$ cat config.mk
export PLATFORM = sky130hd
export DESIGN_NAME = lfsr_seq_ctrl_flat
export DESIGN_NICKNAME = d
export VERILOG_FILES = /design/src/rtl/lfsr_seq_ctrl_pkg.sv /design/src/rtl/lfsr_seq_ctrl_if.sv /design/src/rtl/lfsr_seq_ctrl_debounce.sv /design/src/rtl/lfsr_seq_ctrl.sv /design/src/flat_wrapper.sv
export SDC_FILE = /design/constraint.sdc
export NUM_CORES = 1
export LEC_CHECK = 0
export BUFFER_PORTS_ARGS = -buffer_cell sky130_fd_sc_hd__buf_4
export CORE_ASPECT_RATIO = 0.75
export CORE_MARGIN = 4
export CORE_UTILIZATION = 60
export CTS_CLUSTER_DIAMETER = 200
export DETAILED_ROUTE_END_ITERATION = 8
export PLACE_DENSITY = 0.79
export SLEW_MARGIN = 0
export SYNTH_ARGS = -nofsm -noshare
export SYNTH_HDL_FRONTEND = slang
export SYNTH_SLANG_ARGS = --single-unit
export TNS_END_PERCENT = 20
$ cat constraint.sdc
create_clock -name clk -period 3.2 [get_ports clk]
set_input_delay 0.16 -clock clk [delete_from_list [all_inputs] [get_ports clk]]
set_output_delay 0.16 -clock clk [all_outputs]
set_load 0.05 [all_outputs]
$ cat src/rtl/lfsr_seq_ctrl_pkg.sv
// Shared types and constants for the LFSR sequencing controller.
package lfsr_ctrl_pkg;

    localparam int STATE_W = 2;
    localparam logic [7:0] SEED_DEFAULT = 8'h01;

    typedef enum logic [STATE_W-1:0] {
        ST_IDLE = 2'd0,
        ST_LOAD = 2'd1,
        ST_STEP = 2'd2,
        ST_RUN  = 2'd3
    } state_t;

    // An all-zero seed would freeze the LFSR, so it is replaced by the default.
    function automatic logic [7:0] fix_seed(input logic [7:0] seed);
        return (seed == 8'h00) ? SEED_DEFAULT : seed;
    endfunction

endpackage

$ cat src/rtl/lfsr_seq_ctrl_if.sv
// Board-side inputs and LFSR-side outputs of the sequencing controller.
interface lfsr_seq_ctrl_if
    import lfsr_ctrl_pkg::*;
#(
    parameter int CNT_W = 8
) ();

    logic               i_btn_load;
    logic               i_btn_step;
    logic               i_run;
    logic [7:0]         i_seed;
    logic               o_lfsr_load;
    logic [7:0]         o_seed;
    logic               o_lfsr_step;
    logic [CNT_W-1:0]   o_step_cnt;
    logic [STATE_W-1:0] o_state;
    logic               o_seed_err;

    modport master (
        input  i_btn_load, i_btn_step, i_run, i_seed,
        output o_lfsr_load, o_seed, o_lfsr_step, o_step_cnt, o_state, o_seed_err
    );

    modport slave (
        output i_btn_load, i_btn_step, i_run, i_seed,
        input  o_lfsr_load, o_seed, o_lfsr_step, o_step_cnt, o_state, o_seed_err
    );

endinterface

$ cat src/rtl/lfsr_seq_ctrl_debounce.sv
// Button conditioning: 2-flop synchronizer, stability debounce, rising-edge press pulse.
module btn_debounce #(
    parameter int DEB_CNT = 1_000_000
) (
    input  logic clk,
    input  logic rst,
    input  logic i_btn,
    output logic o_press
);

    localparam int CW = (DEB_CNT > 1) ? $clog2(DEB_CNT) : 1;

    logic          r_sync1;
    logic          r_sync2;
    logic          r_level;
    logic          r_level_q;
    logic [CW-1:0] r_cnt;

    // The counter only runs while the synchronized input disagrees with the debounced level.
    always_ff @(posedge clk or negedge rst) begin
        if (!rst) begin
            r_sync1   <= 1'b0;
            r_sync2   <= 1'b0;
            r_level   <= 1'b0;
            r_level_q <= 1'b0;
            r_cnt     <= '0;
        end else begin
            r_sync1   <= i_btn;
            r_sync2   <= r_sync1;
            r_level_q <= r_level;
            if (r_sync2 == r_level) begin
                r_cnt <= '0;
            end else if (r_cnt == CW'(DEB_CNT - 1)) begin
                r_level <= r_sync2;
                r_cnt   <= '0;
            end else begin
                r_cnt <= r_cnt + 1'b1;
            end
        end
    end

    assign o_press = r_level & ~r_level_q;

endmodule

$ cat src/rtl/lfsr_seq_ctrl.sv
// Turns debounced buttons and the run switch into single-cycle load/step commands for the LFSR.
module lfsr_seq_ctrl
    import lfsr_ctrl_pkg::*;
#(
    parameter int DEB_CNT = 1_000_000,
    parameter int RUN_DIV = 25_000_000,
    parameter int CNT_W   = 8
) (
    input  logic            clk,
    input  logic            rst,
    lfsr_seq_ctrl_if.master bus
);

    localparam int PW = (RUN_DIV > 1) ? $clog2(RUN_DIV) : 1;

    state_t           r_state;
    logic [7:0]       r_seed;
    logic [CNT_W-1:0] r_step_cnt;
    logic [PW-1:0]    r_presc;
    logic             r_load;
    logic             r_step;
    logic             r_seed_err;
    logic             r_run_s1;
    logic             r_run_s2;
    logic             w_load_ev;
    logic             w_step_ev;
    logic             w_go_load;

    btn_debounce #(.DEB_CNT(DEB_CNT)) u_deb_load (
        .clk     (clk),
        .rst     (rst),
        .i_btn   (bus.i_btn_load),
        .o_press (w_load_ev)
    );

    btn_debounce #(.DEB_CNT(DEB_CNT)) u_deb_step (
        .clk     (clk),
        .rst     (rst),
        .i_btn   (bus.i_btn_step),
        .o_press (w_step_ev)
    );

    always_ff @(posedge clk or negedge rst) begin
        if (!rst) begin
            r_run_s1 <= 1'b0;
            r_run_s2 <= 1'b0;
        end else begin
            r_run_s1 <= bus.i_run;
            r_run_s2 <= r_run_s1;
        end
    end

    // A load is honoured from IDLE and RUN only; it always beats a simultaneous step.
    assign w_go_load = w_load_ev && (r_state == ST_IDLE || r_state == ST_RUN);

    // Pulses are registered together with the state so they appear in the LOAD/STEP cycle.
    always_ff @(posedge clk or negedge rst) begin
        if (!rst) begin
            r_state    <= ST_IDLE;
            r_seed     <= SEED_DEFAULT;
            r_step_cnt <= '0;
            r_presc    <= '0;
            r_load     <= 1'b0;
            r_step     <= 1'b0;
            r_seed_err <= 1'b0;
        end else begin
            r_load <= 1'b0;
            r_step <= 1'b0;
            if (w_go_load) begin
                r_state    <= ST_LOAD;
                r_load     <= 1'b1;
                r_seed     <= fix_seed(bus.i_seed);
                r_seed_err <= (bus.i_seed == 8'h00);
                r_step_cnt <= '0;
                r_presc    <= '0;
            end else begin
                case (r_state)
                    ST_IDLE: begin
                        if (w_step_ev) begin
                            r_state    <= ST_STEP;
                            r_step     <= 1'b1;
                            r_step_cnt <= r_step_cnt + 1'b1;
                        end else if (r_run_s2) begin
                            r_state <= ST_RUN;
                            r_presc <= '0;
                        end
                    end
                    ST_LOAD, ST_STEP: begin
                        r_state <= ST_IDLE;
                    end
                    ST_RUN: begin
                        if (!r_run_s2) begin
                            r_state <= ST_IDLE;
                            r_presc <= '0;
                        end else if (r_presc == PW'(RUN_DIV - 1)) begin
                            r_presc    <= '0;
                            r_step     <= 1'b1;
                            r_step_cnt <= r_step_cnt + 1'b1;
                        end else begin
                            r_presc <= r_presc + 1'b1;
                        end
                    end
                    default: r_state <= ST_IDLE;
                endcase
            end
        end
    end

    assign bus.o_lfsr_load = r_load;
    assign bus.o_lfsr_step = r_step;
    assign bus.o_seed      = r_seed;
    assign bus.o_step_cnt  = r_step_cnt;
    assign bus.o_state     = r_state;
    assign bus.o_seed_err  = r_seed_err;

endmodule

$ cat src/flat_wrapper.sv
// flat-port wrapper written by rule: the top's interface ports become plain ports
module lfsr_seq_ctrl_flat import lfsr_ctrl_pkg::*;
#(
    parameter int DEB_CNT = 1_000_000,
    parameter int RUN_DIV = 25_000_000,
    parameter int CNT_W   = 8
)
  (clk, rst, bus_i_btn_load, bus_i_btn_step, bus_i_run, bus_i_seed, bus_o_lfsr_load, bus_o_seed, bus_o_lfsr_step, bus_o_step_cnt, bus_o_state, bus_o_seed_err);
  lfsr_seq_ctrl_if #(.CNT_W(CNT_W)) bus_i ();
  input  logic clk;
  input  logic rst;
  input wire logic [$bits(bus_i.i_btn_load)-1:0] bus_i_btn_load;
  input wire logic [$bits(bus_i.i_btn_step)-1:0] bus_i_btn_step;
  input wire logic [$bits(bus_i.i_run)-1:0] bus_i_run;
  input wire logic [$bits(bus_i.i_seed)-1:0] bus_i_seed;
  output wire logic [$bits(bus_i.o_lfsr_load)-1:0] bus_o_lfsr_load;
  output wire logic [$bits(bus_i.o_seed)-1:0] bus_o_seed;
  output wire logic [$bits(bus_i.o_lfsr_step)-1:0] bus_o_lfsr_step;
  output wire logic [$bits(bus_i.o_step_cnt)-1:0] bus_o_step_cnt;
  output wire logic [$bits(bus_i.o_state)-1:0] bus_o_state;
  output wire logic [$bits(bus_i.o_seed_err)-1:0] bus_o_seed_err;
  assign bus_i.i_btn_load = bus_i_btn_load;
  assign bus_i.i_btn_step = bus_i_btn_step;
  assign bus_i.i_run = bus_i_run;
  assign bus_i.i_seed = bus_i_seed;
  assign bus_o_lfsr_load = bus_i.o_lfsr_load;
  assign bus_o_seed = bus_i.o_seed;
  assign bus_o_lfsr_step = bus_i.o_lfsr_step;
  assign bus_o_step_cnt = bus_i.o_step_cnt;
  assign bus_o_state = bus_i.o_state;
  assign bus_o_seed_err = bus_i.o_seed_err;
  lfsr_seq_ctrl #(.DEB_CNT(DEB_CNT), .RUN_DIV(RUN_DIV), .CNT_W(CNT_W)) u_core (.clk(clk), .rst(rst), .bus(bus_i));
endmodule
==> results of run 1 <==
-- metrics by stage --
stage          worst slack (ps)  utilization  instance area [sq um]  hold slack [ps]
6_report                    649        0.715                   5360             12.3
5_1_grt                     403        0.715                   5360             1.04
4_1_cts                     671        0.715                   5360           0.0938
3_5_place_dp                693        0.677                   5070              147
3_3_place_gp                854        0.677                   5070              149
2_1_floorplan               609            -                   4740             -136
-- timing repair --
item                                   4_1_cts  5_1_grt
endpoints found under the hold margin       44        0
hold buffers                                 8        0
setup buffers                                0        0
-- worst min path at each step --
stage | from | endpoint | cells after the start
after floorplan | rst | u_core.bus.o_lfsr_load | 0
after global placement | rst | u_core.bus.o_seed[5] | 1
after detailed placement | rst | u_core.bus.o_step_cnt[7] | 1
after CTS | bus_i_seed[1] | u_core.bus.o_seed[1] | 3
after global routing | bus_i_seed[1] | u_core.bus.o_seed[1] | 3
final | bus_i_seed[1] | u_core.bus.o_seed[1] | 3
-- tightest hold or removal path: cells and delay by family --
family | cells | cell delay [ps]
and+or+nand+nor | 2 | 90
buffers and inverters | 1 | 80
-- power by group --
part           switching [uW]  internal [uW]
clock network             410            443
registers                61.6           1270
logic                     568            234
total                    1040           1950
-- state kept, by name, indices dropped and copies added (netlist names) --
name                         cells
u_core.bus.o_state               2
u_core.u_deb_step.r_cnt         20
u_core.u_deb_load.r_sync2        1
u_core.u_deb_load.r_level_q      1
u_core.bus.o_step_cnt            8
u_core.r_presc                  25
u_core.u_deb_step.r_sync2        1
u_core.u_deb_step.r_level        1
u_core.u_deb_load.r_cnt         20
u_core.bus.o_seed_err            1
u_core.u_deb_step.r_sync1        1
u_core.u_deb_step.r_level_q      1
u_core.bus.o_seed                8
u_core.r_run_s1                  1
u_core.r_run_s2                  1
u_core.bus.o_lfsr_step           1
u_core.u_deb_load.r_sync1        1
u_core.u_deb_load.r_level        1
u_core.bus.o_lfsr_load           1
-- cells by family after synthesis --
family / after synthesis
flip-flops: 96
AND/OR/NAND/NOR: 244
AO/OA/AOI/OAI: 76
multiplexers: 2
adder cells (fa/ha/maj): 7
buffers and inverters: 29
XOR/XNOR: 41
-- Yosys cell counts, types with 7 or more instances --
cell type	count	area (sq um)
sky130_fd_sc_hd__nand3_1	27	135
sky130_fd_sc_hd__nor3_1	9	45.0
sky130_fd_sc_hd__xnor2_1	16	140
sky130_fd_sc_hd__nor2_1	67	251
sky130_fd_sc_hd__and3_1	10	62.6
sky130_fd_sc_hd__ha_1	7	87.6
sky130_fd_sc_hd__inv_1	15	56.3
sky130_fd_sc_hd__a21oi_1	13	65.1
sky130_fd_sc_hd__nor4_1	7	43.8
sky130_fd_sc_hd__dfrtp_1	95	2380
sky130_fd_sc_hd__xor2_1	25	219
sky130_fd_sc_hd__nand2_1	61	229
sky130_fd_sc_hd__o21ai_0	26	130
sky130_fd_sc_hd__and4_1	8	70.1
sky130_fd_sc_hd__clkbuf_1	10	37.5
sky130_fd_sc_hd__nand4_1	16	100
sky130_fd_sc_hd__a22o_1	7	61.3
-- final cells by class --
cell class              count  area share
clock buffers              11      0.0245
clock inverters             4      0.0147
inverters                  15      0.0105
multi-input cells         370       0.413
flip-flops and latches     96       0.448
well taps                 101      0.0236
repair buffers             44      0.0653
-- metal layers --
layer,share of wire,vias up
li1,-,1828
met1,0.49,1842
met2,0.45,98
met3,0.048,8
met4,0.0083,0
met5,0,-
==> report_table.html, run 1 <==
<table>
<tr><th>Metric</th><th>Value</th></tr>
<tr><th colspan="2">Critical path</th></tr>
<tr><td>Reg-to-reg critical path startpoint</td><td>u_core.bus.o_state[0]</td></tr>
<tr><td>CP peak stage delay</td><td>660 ps</td></tr>
<tr><td>Critical-path cell with the highest stage delay</td><td>sky130_fd_sc_hd__or3b_2</td></tr>
<tr><td>Total buffers and inverters traversed by the critical path</td><td>2</td></tr>
<tr><td>CP startpoint</td><td>u_core.bus.o_state[0]</td></tr>
<tr><td>Logic depth of the worst path, buffers included</td><td>7</td></tr>
<tr><td>Type of element capturing the critical path</td><td>register</td></tr>
<tr><td>CP startpoint kind</td><td>register</td></tr>
<tr><td>Worst-case register-to-register setup slack</td><td>650 ps</td></tr>
<tr><td>Capturing element of the worst setup path</td><td>u_core.bus.o_step_cnt[4]</td></tr>
<tr><td>Type of the worst setup path</td><td>register to register</td></tr>
<tr><td>Reg2Reg Capture Point</td><td>u_core.bus.o_step_cnt[4]</td></tr>
<tr><td>Worst-path fanout max</td><td>17</td></tr>
<tr><td>Worst path top cell family by delay</td><td>simple AND/OR/NAND/NOR gates</td></tr>
<tr><td>Arrival time of the worst setup path</td><td>around 2800 ps</td></tr>
<tr><td>Crit path cell chain</td><td>inv_1, ha_1, or3b_2, inv_1, o21ai_0, o21ai_0, o41ai_1</td></tr>
<tr><td>Critical path required time</td><td>~3400 ps</td></tr>
<tr><td>Worst r2r path cells</td><td>7</td></tr>
<tr><th colspan="2">Global routing</th></tr>
<tr><td>Number of antenna violations at the first check in global routing</td><td>0</td></tr>
<tr><td>Gr ovfl total</td><td>0</td></tr>
<tr><td>Overall routing resource usage</td><td>0.224</td></tr>
<tr><td>Global-route wire length before repair</td><td>17,500 um</td></tr>
<tr><td>Routing usage on met2</td><td>0.348</td></tr>
<tr><td>Largest net degree at the start of global routing</td><td>40</td></tr>
<tr><td>Global routing's busiest layer</td><td>met2</td></tr>
<tr><td>Met1 Track Usage GR</td><td>0.328</td></tr>
<tr><td>Met3 layer usage reported by global route</td><td>0.0478</td></tr>
<tr><td>Number of global-route vias before repair</td><td>3,654</td></tr>
<tr><th colspan="2">Place</th></tr>
<tr><td>GP Congestion</td><td>slightly below 0.9</td></tr>
<tr><td>Count of buffers inserted at the top-level ports</td><td>33</td></tr>
<tr><td>Post-detail-place hpwl</td><td>a little under 7000 um</td></tr>
<tr><td>Instance count after placement with tap cells included</td><td>between 600 and 700</td></tr>
<tr><th colspan="2">Yosys</th></tr>
<tr><td>Unique masters post-synth</td><td>56</td></tr>
<tr><td>Xor/xnor cell area share of the yosys netlist</td><td>0.0758</td></tr>
<tr><td>Synth Area in Compound Gates</td><td>0.109</td></tr>
<tr><td>Cell area after synthesis</td><td>4740 sq um</td></tr>
<tr><td>Yosys warning count</td><td>0</td></tr>
<tr><td>Post-synthesis share of cell area spent on full adders, half adders and majority gates</td><td>0.0185</td></tr>
<tr><td>Nets in the synthesized netlist</td><td>515</td></tr>
<tr><td>Mux share of post-synthesis cell area</td><td>0.00475</td></tr>
<tr><td>Combinational family with the most area after synthesis</td><td>simple AND/OR/NAND/NOR gates</td></tr>
<tr><td>Area share of and/or/nand/nor cells after synthesis</td><td>0.260</td></tr>
<tr><td>Number of synthesized register bits</td><td>96</td></tr>
<tr><td>Mean Syn Cell Area</td><td>~9.6 sq um</td></tr>
<tr><td>Proportion of synthesized chip area in sequential cells</td><td>0.507</td></tr>
<tr><td>Post-synthesis cell count</td><td>495</td></tr>
<tr><td>Top FF cell, synth</td><td>sky130_fd_sc_hd__dfrtp_1</td></tr>
<tr><td>Post-synth ARST share</td><td>1.00</td></tr>
<tr><td>Count of flip-flops with a built-in enable after synthesis</td><td>0</td></tr>
<tr><th colspan="2">CTS</th></tr>
<tr><td>Buffer depth of the longest clock path</td><td>2</td></tr>
<tr><td>H-tree Lvls</td><td>3</td></tr>
<tr><td>Number of clock buffers inserted by TritonCTS</td><td>9</td></tr>
<tr><td>Clock tree from TritonCTS</td><td>yes</td></tr>
<tr><td>Resize count post-CTS</td><td>0</td></tr>
<tr><td>Clock-pin slew reported for the worst setup and hold paths after clock tree synthesis</td><td>roughly 90 ps</td></tr>
<tr><td>Cell at the root of the clock tree</td><td>sky130_fd_sc_hd__clkbuf_8</td></tr>
<tr><td>Sinks on the clock net</td><td>between 90 and 100</td></tr>
<tr><td>Clock network latency to the later pin of the worst-skew pair</td><td>approximately 360 ps</td></tr>
<tr><th colspan="2">Finish</th></tr>
<tr><td>Number of standard cells in the layout, taps in and fillers out</td><td>about 640</td></tr>
<tr><td>Fillers</td><td>approximately 580</td></tr>
<tr><td>Commonest non-fill, non-tap cells in the layout</td><td>sky130_fd_sc_hd__dfrtp_1 (95), sky130_fd_sc_hd__nor2_1 (67), sky130_fd_sc_hd__nand2_1 (61)</td></tr>
<tr><td>ANT cells</td><td>0</td></tr>
<tr><td>Most common library cell in the layout ignoring fill and taps</td><td>sky130_fd_sc_hd__dfrtp_1</td></tr>
<tr><td>Synthesis-to-finish area growth</td><td>13.2%</td></tr>
<tr><td>Multi-input gate area</td><td>2220 sq um</td></tr>
<tr><td>Final net count</td><td>between 500 and 600</td></tr>
<tr><td>Proportion of layout cells with a drive suffix above 1</td><td>0.115</td></tr>
<tr><td>Area taken by flip-flops and latches</td><td>~2400 sq um</td></tr>
<tr><th colspan="2">Floorplanning</th></tr>
<tr><td>Die W</td><td>111 um</td></tr>
<tr><td>Die area</td><td>roughly 9400 sq um</td></tr>
<tr><td>Number of cell rows</td><td>27</td></tr>
<tr><td>Area of the core</td><td>7500 sq um</td></tr>
<tr><td>I/O pin count</td><td>34</td></tr>
<tr><td>Y dimension of the die</td><td>85.0 um</td></tr>
<tr><td>Initial cell density of the core</td><td>0.632</td></tr>
<tr><th colspan="2">Drt</th></tr>
<tr><td>Number of search-and-repair iterations in the first detailed-routing pass</td><td>5</td></tr>
<tr><td>Via count</td><td>roughly 3,800</td></tr>
<tr><td>Detailed-route wire length per cell</td><td>roughly 15 um</td></tr>
<tr><td>Aggregate routed wire length</td><td>about 9900 um</td></tr>
<tr><td>DR vias/cell</td><td>5.89</td></tr>
<tr><td>First DRT Iteration DRCs</td><td>379</td></tr>
<tr><td>DRC errors left</td><td>0</td></tr>
<tr><td>Detail Route Antenna Nets</td><td>0</td></tr>
<tr><th colspan="2">Timing</th></tr>
<tr><td>Total count of hold-check failures in the final report</td><td>0</td></tr>
<tr><td>Final clock skew</td><td>~11 ps</td></tr>
<tr><td>Top achievable clock speed</td><td>between 300 and 400 MHz</td></tr>
<tr><td>Number of endpoints failing setup at the final stage</td><td>0</td></tr>
<tr><td>Tightest slew margin relative to the limit</td><td>0.514</td></tr>
<tr><td>Time the worst path needs with I/O delays and setup</td><td>between 2000 and 3000 ps</td></tr>
<tr><td>Total count of max-transition violations in the final report</td><td>0</td></tr>
<tr><td>Total negative setup slack</td><td>0 ps</td></tr>
<tr><td>RSZ-0062 raised after global routing</td><td>false</td></tr>
<tr><td>Least-Margin Pin Slew</td><td>between 700 and 800 ps</td></tr>
<tr><td>Final cycle utilization of the critical path</td><td>0.797</td></tr>
<tr><th colspan="2">Power</th></tr>
<tr><td>Leak pwr</td><td>about 0.0023 uW</td></tr>
<tr><td>Power Density</td><td>roughly 560 nW/um^2</td></tr>
<tr><td>Overall power consumption</td><td>2990 uW</td></tr>
<tr><td>Worst-case vdd ir drop</td><td>412 uV</td></tr>
<tr><th colspan="2">Run</th></tr>
<tr><td>Max-cap viol count</td><td>0</td></tr>
<tr><th colspan="2">Min path</th></tr>
<tr><td>Path category of the worst min-delay check</td><td>primary input to register</td></tr>
<tr><th colspan="2">Run status</th></tr>
<tr><td>Result of the run</td><td>completed</td></tr>
</table>
Power figures use the tool's default switching activity.
==> run 2, diff against run 1 <==
--- a/config.mk
+++ b/config.mk
@@ -5,13 +5,14 @@
 export SDC_FILE = /design/constraint.sdc
 export NUM_CORES = 1
 export LEC_CHECK = 0
+export ABC_AREA = 1
 export BUFFER_PORTS_ARGS = -buffer_cell sky130_fd_sc_hd__buf_4
 export CORE_ASPECT_RATIO = 0.75
 export CORE_MARGIN = 4
-export CORE_UTILIZATION = 60
+export CORE_UTILIZATION = 55
 export CTS_CLUSTER_DIAMETER = 200
 export DETAILED_ROUTE_END_ITERATION = 8
-export PLACE_DENSITY = 0.79
+export PLACE_DENSITY = 0.76
 export SLEW_MARGIN = 0
 export SYNTH_ARGS = -nofsm -noshare
 export SYNTH_HDL_FRONTEND = slang
==> constraint.sdc (replaced) <==
create_clock -name clk -period 2.1 [get_ports clk]
set_input_delay 0.105 -clock clk [delete_from_list [all_inputs] [get_ports clk]]
set_output_delay 0.105 -clock clk [all_outputs]
set_load 0.05 [all_outputs]
==> report_table.html, run 2 <==
<table>
<tr><th>Metric</th><th>Value</th></tr>
<tr><th colspan="2">Power</th></tr>
<tr><td>Internal power component</td><td>3560 uW (+83%)</td></tr>
<tr><td>Switching pwr</td><td>1950 uW (+88%)</td></tr>
<tr><td>Part of the power in the clock network</td><td>0.334 (+0.048)</td></tr>
<tr><td>Combinational group share of total power</td><td>0.296 (+0.027)</td></tr>
<tr><td>Net switching fraction of the power</td><td>0.354 (+0.00599)</td></tr>
<tr><td>Leak pwr</td><td>0.00304 uW (+30%)</td></tr>
<tr><td>Worst-case vdd ir drop</td><td>566 uV (+37%)</td></tr>
<tr><td>Seq pwr share</td><td>0.369 (-0.077)</td></tr>
<tr><td>Power Density</td><td>883 nW/um^2 (+59%)</td></tr>
<tr><th colspan="2">CTS</th></tr>
<tr><td>Clock-pin slew reported for the worst setup and hold paths after clock tree synthesis</td><td>60 ps (-30 ps)</td></tr>
<tr><td>H-tree Lvls</td><td>3 (unchanged)</td></tr>
<tr><td>Number of clock buffers inserted by TritonCTS</td><td>9 (unchanged)</td></tr>
<tr><td>Buffer depth of the longest clock path</td><td>2 (unchanged)</td></tr>
<tr><td>Cell at the root of the clock tree</td><td>sky130_fd_sc_hd__clkbuf_16</td></tr>
<tr><td>Clock network latency to the later pin of the worst-skew pair</td><td>340 ps (-20 ps)</td></tr>
<tr><td>Sinks on the clock net</td><td>96 (unchanged)</td></tr>
<tr><td>Clock tree from TritonCTS</td><td>yes</td></tr>
<tr><th colspan="2">Finish</th></tr>
<tr><td>Number of standard cells in the layout, taps in and fillers out</td><td>873 (+36%)</td></tr>
<tr><td>Final core area utilization</td><td>0.673 (-0.0422)</td></tr>
<tr><td>Synthesis-to-finish area growth</td><td>16.6%</td></tr>
<tr><td>Proportion of layout cells with a drive suffix above 1</td><td>0.169 (+0.0543)</td></tr>
<tr><td>Non-Filler Cell Area, Final</td><td>6240 sq um (+16%)</td></tr>
<tr><td>Commonest non-fill, non-tap cells in the layout</td><td>sky130_fd_sc_hd__nand2_1 (165), sky130_fd_sc_hd__nor2_1 (95), sky130_fd_sc_hd__dfrtp_1 (95)</td></tr>
<tr><td>Reg with most FFs</td><td>u_core.r_presc</td></tr>
<tr><td>Fillers</td><td>767 (+33%)</td></tr>
<tr><td>Most common library cell in the layout ignoring fill and taps</td><td>sky130_fd_sc_hd__nand2_1</td></tr>
<tr><td>ANT cells</td><td>0 (unchanged)</td></tr>
<tr><td>Largest regs</td><td>u_core.r_presc (25), u_core.u_deb_load.r_cnt (20), u_core.u_deb_step.r_cnt (20)</td></tr>
<tr><td>Final net count</td><td>760 (+37%)</td></tr>
<tr><td>Flip-flop count of the largest register, all copies and words added</td><td>25 (unchanged)</td></tr>
<tr><th colspan="2">Timing</th></tr>
<tr><td>Total count of max-transition violations in the final report</td><td>0 (unchanged)</td></tr>
<tr><td>Top achievable clock speed</td><td>488 MHz (+24%)</td></tr>
<tr><td>Least-Margin Pin Slew</td><td>570 ps (-154 ps)</td></tr>
<tr><td>Final clock skew</td><td>4.98 ps (-5.62 ps)</td></tr>
<tr><td>Time the worst path needs with I/O delays and setup</td><td>2050 ps (-501 ps)</td></tr>
<tr><td>Setup WS post-layout</td><td>49.6 ps (-599 ps)</td></tr>
<tr><td>Final cycle utilization of the critical path</td><td>0.976 (+0.179)</td></tr>
<tr><td>Number of endpoints failing setup at the final stage</td><td>0 (unchanged)</td></tr>
<tr><td>Total count of hold-check failures in the final report</td><td>0 (unchanged)</td></tr>
<tr><td>Final hold slack</td><td>37.2 ps (+24.9 ps)</td></tr>
<tr><td>Tightest slew margin relative to the limit</td><td>0.618 (+0.105)</td></tr>
<tr><th colspan="2">Place</th></tr>
<tr><td>Post-detail-place hpwl</td><td>8710 um (+28%)</td></tr>
<tr><td>Post-DP Area</td><td>5740 sq um (+13%)</td></tr>
<tr><td>Instance count after placement with tap cells included</td><td>841 (+36%)</td></tr>
<tr><td>Count of buffers inserted at the top-level ports</td><td>33 (unchanged)</td></tr>
<tr><td>GP Congestion</td><td>0.883 (+1.5%)</td></tr>
<tr><td>Dpl ws</td><td>-37.6 ps (-731 ps)</td></tr>
<tr><th colspan="2">Global routing</th></tr>
<tr><td>Largest net degree at the start of global routing</td><td>46 (+15%)</td></tr>
<tr><td>Gr ovfl total</td><td>0 (unchanged)</td></tr>
<tr><td>Number of antenna violations at the first check in global routing</td><td>0 (unchanged)</td></tr>
<tr><td>Number of global-route vias before repair</td><td>4,365 (+19%)</td></tr>
<tr><td>Global-route wire length before repair</td><td>20,600 um (+18%)</td></tr>
<tr><td>Overall routing resource usage</td><td>0.225 (+0.000826)</td></tr>
<tr><th colspan="2">Yosys</th></tr>
<tr><td>Proportion of synthesized chip area in sequential cells</td><td>0.449 (-0.0582)</td></tr>
<tr><td>Count of flip-flops with a built-in enable after synthesis</td><td>0 (unchanged)</td></tr>
<tr><td>Library cell with the highest instance count after synthesis</td><td>sky130_fd_sc_hd__nand2_1</td></tr>
<tr><td>Post-synthesis cell count</td><td>683 (+38%)</td></tr>
<tr><td>Top FF cell, synth</td><td>sky130_fd_sc_hd__dfrtp_1</td></tr>
<tr><td>Post-synthesis cell type with the largest combined area</td><td>sky130_fd_sc_hd__dfrtp_1</td></tr>
<tr><td>Leading post-synthesis cells by cell area</td><td>sky130_fd_sc_hd__dfrtp_1 (44%), sky130_fd_sc_hd__nand2_1 (12%), sky130_fd_sc_hd__nor2_1 (6.7%), sky130_fd_sc_hd__inv_1 (6.2%), sky130_fd_sc_hd__nand3_1 (4.7%)</td></tr>
<tr><td>Yosys warning count</td><td>0 (unchanged)</td></tr>
<tr><td>Top-area cell type share of the netlist area</td><td>0.444 (-0.0576)</td></tr>
<tr><td>Mean Syn Cell Area</td><td>7.84 sq um (-18%)</td></tr>
<tr><td>Unique masters post-synth</td><td>44 (-21%)</td></tr>
<tr><td>Leading post-synthesis cells by instance count</td><td>sky130_fd_sc_hd__nand2_1 (165), sky130_fd_sc_hd__dfrtp_1 (95), sky130_fd_sc_hd__nor2_1 (95)</td></tr>
<tr><td>Post-synth ARST share</td><td>1.00 (unchanged)</td></tr>
<tr><td>Nets in the synthesized netlist</td><td>703 (+37%)</td></tr>
<tr><td>Number of synthesized register bits</td><td>96 (unchanged)</td></tr>
<tr><td>Cell area after synthesis</td><td>5350 sq um (+13%)</td></tr>
<tr><th colspan="2">Drt</th></tr>
<tr><td>Detailed-route wire length per cell</td><td>13.9 um (-11%)</td></tr>
<tr><td>DR vias/cell</td><td>5.28 (-10%)</td></tr>
<tr><td>First DRT Iteration DRCs</td><td>462 (+22%)</td></tr>
<tr><td>Detail Route Antenna Nets</td><td>0 (unchanged)</td></tr>
<tr><td>Via count</td><td>4,612 (+22%)</td></tr>
<tr><td>Aggregate routed wire length</td><td>12,100 um (+22%)</td></tr>
<tr><td>Number of search-and-repair iterations in the first detailed-routing pass</td><td>5 (unchanged)</td></tr>
<tr><td>DRC errors left</td><td>0 (unchanged)</td></tr>
<tr><th colspan="2">Floorplanning</th></tr>
<tr><td>Die area</td><td>11,400 sq um (+21%)</td></tr>
<tr><td>Area of the core</td><td>9270 sq um (+24%)</td></tr>
<tr><td>Y dimension of the die</td><td>93.4 um (+10%)</td></tr>
<tr><td>Initial cell density of the core</td><td>0.577 (-0.0545)</td></tr>
<tr><td>I/O pin count</td><td>34 (unchanged)</td></tr>
<tr><td>Number of cell rows</td><td>30 (+11%)</td></tr>
<tr><td>Die W</td><td>122 um (+10%)</td></tr>
<tr><th colspan="2">Critical path</th></tr>
<tr><td>Type of the worst setup path</td><td>register to register</td></tr>
<tr><td>CP peak stage delay</td><td>390 ps (-270 ps)</td></tr>
<tr><td>Crit path cell chain</td><td>inv_1, ha_1, inv_2, nand3_4, buf_12, inv_4, nor2_1, a21oi_2, o21ai_4, nand2_1, o21ai_2</td></tr>
<tr><td>Critical-path cell with the highest stage delay</td><td>sky130_fd_sc_hd__dfrtp_1</td></tr>
<tr><td>Total buffers and inverters traversed by the critical path</td><td>4 (+2)</td></tr>
<tr><td>Worst-case register-to-register setup slack</td><td>50 ps (-600 ps)</td></tr>
<tr><td>Worst-path fanout max</td><td>16 (-1)</td></tr>
<tr><td>CP startpoint kind</td><td>register</td></tr>
<tr><td>Worst r2r path cells</td><td>11 (+4)</td></tr>
<tr><td>Reg-to-reg critical path startpoint</td><td>u_core.bus.o_state[1]</td></tr>
<tr><td>CP startpoint</td><td>u_core.bus.o_state[1]</td></tr>
<tr><td>Reg2Reg Capture Point</td><td>u_core.bus.o_step_cnt[1]</td></tr>
<tr><td>Critical path required time</td><td>2310 ps (-1130 ps)</td></tr>
<tr><td>Arrival time of the worst setup path</td><td>2260 ps (-530 ps)</td></tr>
<tr><td>Worst path top cell family by delay</td><td>buffers and inverters</td></tr>
<tr><td>Type of element capturing the critical path</td><td>register</td></tr>
<tr><th colspan="2">Min path</th></tr>
<tr><td>Path category of the worst min-delay check</td><td>primary input to register</td></tr>
<tr><td>Terminating pin of the worst hold path</td><td>u_core.bus.o_seed[6]</td></tr>
<tr><td>Count of cells along the worst hold path</td><td>3 (unchanged)</td></tr>
<tr><td>Startpoint of the tightest hold check path</td><td>bus_i_seed[6]</td></tr>
<tr><th colspan="2">Run status</th></tr>
<tr><td>Result of the run</td><td>completed</td></tr>
<tr><th colspan="2">Run</th></tr>
<tr><td>Max-cap viol count</td><td>0 (unchanged)</td></tr>
</table>
run 2: cell count changes after synthesis, sizes merged, moves of 7 or more:
cell	previous run	this run
a22o	7	0
xnor2	16	3
nor2	67	109
and3	11	0
xor2	25	15
inv	15	99
nand3	27	58
nor3	9	26
a21oi	13	23
nand2	61	177
clkbuf	10	2
and4	9	0
run 2: logic make-up after synthesis:
logic type | after synthesis | share of synthesized area
AO/OA/AOI/OAI | 58 | 0.0664
XOR/XNOR | 18 | 0.0295
adder cells (fa/ha/maj) | 7 | 0.0164
buffers and inverters | 108 | 0.0849
flip-flops | 96 | 0.449
AND/OR/NAND/NOR | 396 | 0.354
run 2: timing repair:
item                       in CTS  in global routing
cloned                          0                  0
hold endpoints to repair       41                  0
hold buffers                    9                  0
gates resized for setup         1                  1
pin swaps                       0                  1
setup endpoints to repair      14                 23
setup buffers                   0                  7
run 2: metal layers:
metal	track usage	wire [um]	up-vias
li1	-	-	2278
met1	0.323	5740	2160
met2	0.346	5400	158
met3	0.0490	808	16
met4	0.0616	155	0
met5	0	0	-
run 2: power by group through the flow:
stage	logic, uW	registers [uW]	clock network, uW
after global routing	1770	2050	1970
after floorplan	1070	2250	0
after detailed placement	1500	2080	0
final	1630	2040	1840
after CTS	1550	2040	1880
after global placement	1450	2060	0
run 2: per-stage QoR:
stage / total power (uW) / setup TNS, ps
2_1_floorplan: 3320 / 0
3_3_place_gp: 3510 / 0
3_5_place_dp: 3570 / -98.8
4_1_cts: 5470 / 0
5_1_grt: 5780 / -224
6_report: 5510 / 0
run 2: worst max path at each step:
stage,slack (ps),endpoint,depth (start not counted)
finish,50,u_core.bus.o_step_cnt[1],11
CTS,3,u_core.r_presc[16],11
detailed placement,-40,u_core.r_presc[14],10
global placement,120,u_core.r_presc[3],10
floorplan,20,u_core.bus.o_step_cnt[4],11
global route,-30,u_core.r_presc[16],11
run 2: final cells by class:
type,count,area [sq um],area share
tap,128,160,0.0257
inverter,100,388,0.0622
clock buffer,10,229,0.0367
timing repair buffer,54,457,0.0732
multi-input combinational,479,2490,0.400
clock inverter,6,108,0.0172
sequential,96,2400,0.385
run 2: worst register-to-register path, stage by stage, from the launching register on:
cell and delay, ps:
sky130_fd_sc_hd__dfrtp_1 390, sky130_fd_sc_hd__inv_1 100, sky130_fd_sc_hd__ha_1 320, sky130_fd_sc_hd__inv_2 120
sky130_fd_sc_hd__nand3_4 130, sky130_fd_sc_hd__buf_12 160, sky130_fd_sc_hd__inv_4 90, sky130_fd_sc_hd__nor2_1 70
sky130_fd_sc_hd__a21oi_2 160, sky130_fd_sc_hd__o21ai_4 190, sky130_fd_sc_hd__nand2_1 140, sky130_fd_sc_hd__o21ai_2 60
